$ cat src/rtl/float_addsub_pipe_if.sv
// Operand/result stream bundle for the pipelined binary32 adder/subtractor.
interface float_addsub_pipe_if;
  logic        in_valid;
  logic        in_ready;
  logic        op;
  logic [31:0] v1;
  logic [31:0] v2;
  logic        out_valid;
  logic        out_ready;
  logic [31:0] vres;

  modport master (
    output in_valid, op, v1, v2, out_ready,
    input  in_ready, out_valid, vres
  );

  modport slave (
    input  in_valid, op, v1, v2, out_ready,
    output in_ready, out_valid, vres
  );
endinterface

$ cat src/rtl/float_addsub_pipe.sv
// Four-stage IEEE-754 binary32 add/subtract (unpack, align, add, normalize/round)
// with a single global stall; every stage advances together.
module float_addsub_pipe #(
  parameter bit FTZ = 1'b1
) (
  input  logic               clk,
  input  logic               rst_n,
  float_addsub_pipe_if.slave bus
);

  localparam logic [31:0] QNAN = 32'h7FC0_0000;

  logic adv;
  assign adv          = !(bus.out_valid && !bus.out_ready);
  assign bus.in_ready = adv;

  // S1 unpack / classify / swap
  logic        sa, sb, swap, nan_a, nan_b, inf_a, inf_b;
  logic [7:0]  ea, eb;
  logic [23:0] ma, mb;
  logic        spec_c;
  logic [31:0] sval_c;

  always_comb begin
    sa    = bus.v1[31];
    sb    = bus.v2[31] ^ bus.op;
    nan_a = (bus.v1[30:23] == 8'hFF) && (bus.v1[22:0] != '0);
    nan_b = (bus.v2[30:23] == 8'hFF) && (bus.v2[22:0] != '0);
    inf_a = (bus.v1[30:23] == 8'hFF) && (bus.v1[22:0] == '0);
    inf_b = (bus.v2[30:23] == 8'hFF) && (bus.v2[22:0] == '0);
    // Zero/subnormal inputs use exponent 1 so subnormals align without a special path
    if (bus.v1[30:23] == '0) begin
      ea = 8'd1;
      ma = FTZ ? '0 : {1'b0, bus.v1[22:0]};
    end else begin
      ea = bus.v1[30:23];
      ma = {1'b1, bus.v1[22:0]};
    end
    if (bus.v2[30:23] == '0) begin
      eb = 8'd1;
      mb = FTZ ? '0 : {1'b0, bus.v2[22:0]};
    end else begin
      eb = bus.v2[30:23];
      mb = {1'b1, bus.v2[22:0]};
    end
    swap   = {eb, mb} > {ea, ma};
    spec_c = 1'b1;
    if (nan_a || nan_b || (inf_a && inf_b && (sa != sb))) sval_c = QNAN;
    else if (inf_a)                                        sval_c = {sa, 8'hFF, 23'd0};
    else if (inf_b)                                        sval_c = {sb, 8'hFF, 23'd0};
    else begin
      spec_c = 1'b0;
      sval_c = '0;
    end
  end

  logic        s1_v, s1_sign, s1_sub, s1_spec;
  logic [7:0]  s1_exp, s1_diff;
  logic [23:0] s1_ml, s1_ms;
  logic [31:0] s1_sval;

  // S2 align with sticky collection
  logic [53:0] ext;
  logic [26:0] as_c;

  always_comb begin
    ext = {s1_ms, 3'b000, 27'd0} >> s1_diff;
    if (s1_diff >= 8'd27) as_c = {26'd0, |s1_ms};
    else                  as_c = {ext[53:28], ext[27] | (|ext[26:0])};
  end

  logic        s2_v, s2_sign, s2_sub, s2_spec;
  logic [7:0]  s2_exp;
  logic [26:0] s2_al, s2_as;
  logic [31:0] s2_sval;

  logic        s3_v, s3_sign, s3_sub, s3_spec;
  logic [7:0]  s3_exp;
  logic [27:0] s3_sum;
  logic [31:0] s3_sval;

  // S4 normalize / round / pack
  logic [4:0]  lzc;
  logic [26:0] m27;
  logic [8:0]  e9;
  logic        rnd;
  logic [31:0] pk, res_c;

  always_comb begin
    lzc = 5'd27;
    for (int unsigned i = 0; i < 27; i++)
      if (s3_sum[i]) lzc = 5'(26 - i);
    if (s3_sum[27]) begin
      m27 = {s3_sum[27:2], s3_sum[1] | s3_sum[0]};
      e9  = {1'b0, s3_exp} + 9'd1;
    end else if ({3'd0, lzc} < s3_exp) begin
      m27 = s3_sum[26:0] << lzc;
      e9  = {1'b0, s3_exp} - {4'd0, lzc};
    end else begin
      // Underflow: shift only down to exponent 1 and encode as subnormal (exp field 0)
      m27 = s3_sum[26:0] << (s3_exp - 8'd1);
      e9  = '0;
    end
    rnd = m27[2] & (m27[1] | m27[0] | m27[3]);
    pk  = {e9, m27[25:3]} + {31'd0, rnd};
    if (s3_spec)                   res_c = s3_sval;
    else if (s3_sum == '0)         res_c = {s3_sub ? 1'b0 : s3_sign, 31'd0};
    else if (FTZ && !m27[26])      res_c = {s3_sign, 31'd0};
    else if (pk[31:23] >= 9'd255)  res_c = {s3_sign, 8'hFF, 23'd0};
    else                           res_c = {s3_sign, pk[30:0]};
  end

  logic        s4_v;
  logic [31:0] vres_r;
  assign bus.out_valid = s4_v;
  assign bus.vres      = vres_r;

  always_ff @(posedge clk) begin
    if (!rst_n) begin
      s1_v   <= 1'b0;
      s2_v   <= 1'b0;
      s3_v   <= 1'b0;
      s4_v   <= 1'b0;
      vres_r <= '0;
    end else if (adv) begin
      s1_v    <= bus.in_valid;
      s1_sign <= swap ? sb : sa;
      s1_sub  <= sa ^ sb;
      s1_exp  <= swap ? eb : ea;
      s1_diff <= swap ? (eb - ea) : (ea - eb);
      s1_ml   <= swap ? mb : ma;
      s1_ms   <= swap ? ma : mb;
      s1_spec <= spec_c;
      s1_sval <= sval_c;

      s2_v    <= s1_v;
      s2_sign <= s1_sign;
      s2_sub  <= s1_sub;
      s2_exp  <= s1_exp;
      s2_al   <= {s1_ml, 3'b000};
      s2_as   <= as_c;
      s2_spec <= s1_spec;
      s2_sval <= s1_sval;

      s3_v    <= s2_v;
      s3_sign <= s2_sign;
      s3_sub  <= s2_sub;
      s3_exp  <= s2_exp;
      s3_sum  <= s2_sub ? ({1'b0, s2_al} - {1'b0, s2_as}) : ({1'b0, s2_al} + {1'b0, s2_as});
      s3_spec <= s2_spec;
      s3_sval <= s2_sval;

      s4_v <= s3_v;
      if (s3_v) vres_r <= res_c;
    end
  end

endmodule

$ cat src/flat_wrapper.sv
// flat-port wrapper written by rule: the top's interface ports become plain ports
module float_addsub_pipe_flat 
#(
  parameter bit FTZ = 1'b1
)
  (clk, rst_n, bus_in_valid, bus_op, bus_v1, bus_v2, bus_out_ready, bus_in_ready, bus_out_valid, bus_vres);
  float_addsub_pipe_if bus_i ();
  input  logic clk;
  input  logic rst_n;
  input wire logic [$bits(bus_i.in_valid)-1:0] bus_in_valid;
  input wire logic [$bits(bus_i.op)-1:0] bus_op;
  input wire logic [$bits(bus_i.v1)-1:0] bus_v1;
  input wire logic [$bits(bus_i.v2)-1:0] bus_v2;
  input wire logic [$bits(bus_i.out_ready)-1:0] bus_out_ready;
  output wire logic [$bits(bus_i.in_ready)-1:0] bus_in_ready;
  output wire logic [$bits(bus_i.out_valid)-1:0] bus_out_valid;
  output wire logic [$bits(bus_i.vres)-1:0] bus_vres;
  assign bus_i.in_valid = bus_in_valid;
  assign bus_i.op = bus_op;
  assign bus_i.v1 = bus_v1;
  assign bus_i.v2 = bus_v2;
  assign bus_i.out_ready = bus_out_ready;
  assign bus_in_ready = bus_i.in_ready;
  assign bus_out_valid = bus_i.out_valid;
  assign bus_vres = bus_i.vres;
  float_addsub_pipe #(.FTZ(FTZ)) u_core (.clk(clk), .rst_n(rst_n), .bus(bus_i));
endmodule
$ cat config.mk
export PLATFORM = sky130hd
export DESIGN_NAME = float_addsub_pipe_flat
export DESIGN_NICKNAME = d
export VERILOG_FILES = /design/src/rtl/float_addsub_pipe_if.sv /design/src/rtl/float_addsub_pipe.sv /design/src/flat_wrapper.sv
export SDC_FILE = /design/constraint.sdc
export NUM_CORES = 1
export LEC_CHECK = 0
export CAP_MARGIN = 40
export CORE_MARGIN = 2
export CORE_UTILIZATION = 50
export CTS_CLUSTER_DIAMETER = 40
export CTS_CLUSTER_SIZE = 28
export DETAILED_ROUTE_END_ITERATION = 10
export PLACE_DENSITY_LB_ADDON = 0.15
export SLEW_MARGIN = 20
export SYNTH_ARGS = -nofsm -noshare
export SYNTH_HDL_FRONTEND = slang
export SYNTH_SLANG_ARGS = --single-unit
export TNS_END_PERCENT = 1
$ cat constraint.sdc
create_clock -name clk -period 6.5 [get_ports clk]
set_clock_uncertainty 0.2 [all_clocks]
set_input_delay 1.625 -clock clk [delete_from_list [all_inputs] [get_ports clk]]
set_output_delay 1.625 -clock clk [all_outputs]
set_load 0.05 [all_outputs]
==> key figures <==
Outcome
  • Status: completed

Pwr
  • Peak supply drop: between 0.2 and 0.25 mV
  • Clock power share: 0.291
  • Internal: 3.65 mW
  • Sw frac: 0.383
  • Sequential power share: 0.292
  • Combinational Power Share: 0.417
  • Leak pwr: 9.29 nW
  • Net switching power: 2.26 mW
  • Pwr per Cell Area: 261 nW/µm²

Synth
  • Synth cell types: between 90 and 100
  • Synth async-reset ratio: 0
  • Ranking of synthesized cells by area: edfxtp_1 (30%), ha_1 (6.8%), nand2_1 (5.0%), dfxtp_1 (4.1%), o21ai_0 (3.7%)
  • Mapped cell area: 17700 µm²
  • Post-synth top area share: 0.296
  • Post-synthesis net count: around 2200
  • Commonest cells post-synth: nand2_1 (235), edfxtp_1 (174), nor2_1 (164)
  • Number of synthesized flops with an enable pin: ~170
  • Yosys synthesis warning count: 0
  • Sequential fraction of the synthesis area: 0.336
  • Largest area contributor in the netlist: edfxtp_1
  • Synth Instances: 2065
  • Main synth FF type: edfxtp_1
  • Most common cell in the netlist: nand2_1
  • Avg Cell Area, Syn: 8.56 µm²
  • Synth Register Bits: 210

GRT
  • Vias in the first global route: around 16000
  • First-pass GRT wire length: roughly 90000 µm
  • GR Overflow Total: 0
  • Initial antenna violation count: 0
  • GRT Total Usage: 0.313
  • Pin count of the biggest net entering global routing: 99

STA
  • Worst-margin pin slew: between 0.8 and 0.9 ns
  • Hold Slack: about 0.22 ns
  • Final Hold Vio Count: 0
  • Final Slew Violations: 0
  • Fin crit period: 6.37 ns
  • Fmax: 157 MHz
  • # setup viols final: 0
  • Final worst-path cycle share: 0.980
  • Final WS setup: 0.130 ns
  • Setup TNS: 0 ns
  • Slew HR: 0.458

CTS
  • Clk buf depth: 3
  • Number of CTS-inserted buffers: 30
  • Clk slew on worst S/H paths: 0.07 ns
  • Clk_lat worst skew: ~0.57 ns
  • Cts hold-fix bufs: 0
  • Clock Sinks: 210
  • CTS root buf: clkbuf_16
  • CTS H-tree lvls: 1
  • CTS tree: yes

Worst setup path
  • Critical path type: register to register
  • Worst Setup EP: u_core.bus.vres[9]
  • Worst Path Required: 6.80 ns
  • Max incr delay on CP: 0.50 ns
  • Type of origin of the critical path: register
  • Launching point of the worst reg2reg path: u_core.s3_sum[0]
  • Crit path launch: u_core.s3_sum[0]
  • CP max stage cell: or4_1
  • Critical Path End Type: register
  • Critical R2R Capture: u_core.bus.vres[9]
  • Reg2reg path depth: 28
  • WP data arrival: 6.67 ns
  • Max FO, Critical Path: 13
  • Internal reg-to-reg setup slack: 0.13 ns

Detailed routing
  • Wirelength, routed: 58000 µm
  • WL per Instance: approximately 20 µm
  • TritonRoute pass-1 iters: 7
  • Via Count: 17400
  • Iter 0 DRT Violations: approximately 1500
  • Residual DRC count: 0
  • Post-route ant nets: 0
  • Vias per cell: 6.10

Cells and area
  • Ant diodes: 0
  • Synth-to-Final Area Change: 28.2%
  • Layout cells sized above 1: 0.219
  • Layout Nets: 2539
  • Post-route cell area: 22700 µm²

Floorplan
  • Die extent in y: 192 µm
  • Initial Utilization: 0.509
  • Die ar.: between 30000 and 40000 µm²
  • Die width: 192 µm
  • Io pins: 103
  • Total core area: 34700 µm²
  • Row Count: 68

Flow run
  • Max cap viols: 0

Place
  • Dpl ws: -0.582 ns
  • DP Area: 21100 µm²
  • Final GP Congestion: around 1
  • Detailed placer's ending HPWL: 45600 µm
  • Port bufs: 102

Min path
  • Hold Path Class: register to register
==> state kept, by name, summed over array words and instances, names as in the netlist, 3 cells and up <==
signal	cells
u_core.s1_exp	8
u_core.s3_sum	28
u_core.s3_exp	8
u_core.s1_sval	3
u_core.s3_sval	3
u_core.s2_exp	8
u_core.s1_ms	24
u_core.bus.vres	32
u_core.s1_diff	8
u_core.s2_as	27
u_core.s2_sval	3
u_core.s1_ml	24
u_core.s2_al	24
==> metal layers <==
layer / part of all wire / vias up / track usage
li1: - / 8237 / -
met1: 0.45 / 8346 / 0.444
met2: 0.46 / 685 / 0.502
met3: 0.064 / 122 / 0.0356
met4: 0.031 / 0 / 0.0981
met5: 0 / - / 0
==> stage by stage <==
| step | util | std cells | total power [mW] |
|---|---|---|---|
| finish | 0.653 | 2849 | 5.91 |
| global route | 0.653 | 2849 | 6.20 |
| CTS | 0.640 | 2839 | 5.80 |
| detailed placement | 0.607 | 2782 | 4.05 |
| global placement | 0.606 | 2780 | 4.03 |
| floorplan | - | 2065 | 3.09 |
==> cells in the final DEF (no fill, tap or decap), drive strengths merged, types with 65 or more instances in the layout <==
| master | netlist | layout |
|---|---|---|
| edfxtp | 174 | 174 |
| a21oi | 124 | 124 |
| inv | 119 | 135 |
| ha | 96 | 96 |
| nand2 | 235 | 235 |
| nor2 | 164 | 164 |
| o21ai | 165 | 165 |
| buf | 50 | 315 |
| a211oi | 65 | 65 |
| clkdlybuf4s50 | 0 | 101 |
==> worst max-delay path: cells and delay by family, from the launching register on <==
kind                     cells  cell delay, ns
flip-flops                   1            0.39
AO/OA/AOI/OAI                9            1.89
adder cells (fa/ha/maj)      1            0.28
buffers and inverters        7            1.08
AND/OR/NAND/NOR             10            2.09
multiplexers                 1            0.35
==> power groups by stage <==
stage	Combinational, mW	Sequential [mW]	Clock [mW]
after detailed placement	2.30	1.75	0
after CTS	2.32	1.73	1.75
after global placement	2.27	1.75	0
final	2.47	1.73	1.72
after floorplan	1.38	1.71	0
after global routing	2.65	1.74	1.80
==> timing repair <==
action	in CTS	in global routing
pin swaps	1	25
buffers inserted	1	8
gates cloned	0	1
gates resized for setup	7	81
endpoints found under the setup margin	29	33
==> worst min-delay path by stage <==
| stage | from | end | depth (start not counted) |
|---|---|---|---|
| after CTS | u_core.s1_ml[10] | u_core.s2_al[13] | 0 |
| after global placement | u_core.s1_exp[7] | u_core.s2_exp[7] | 0 |
| after floorplan | u_core.s1_ml[7] | u_core.s2_al[10] | 0 |
| after detailed placement | u_core.s1_ml[11] | u_core.s2_al[14] | 0 |
| final | u_core.s1_ml[10] | u_core.s2_al[13] | 0 |
| after global routing | u_core.s2_exp[2] | u_core.s3_exp[2] | 0 |
==> kinds of logic after synthesis <==
kind of cell / share of synthesized area
AOI/OAI and AO/OA: 0.227
xor gates and xnor gates: 0.0367
adders and majority gates: 0.0725
buffers and inverters: 0.0599
DFF: 0.336
muxes: 0.0662
and+or+nand+nor: 0.202
==> cell type report <==
cell class / count / area [µm²]
inverter: 120 / 452
fill: 2916 / 12000
timing repair buffer: 418 / 3590
multi-input combinational: 1590 / 11000
sequential: 210 / 5950
clock inverter: 25 / 345
clock buffer: 31 / 754
tap: 455 / 569
(Power assumes the default switching activity.)
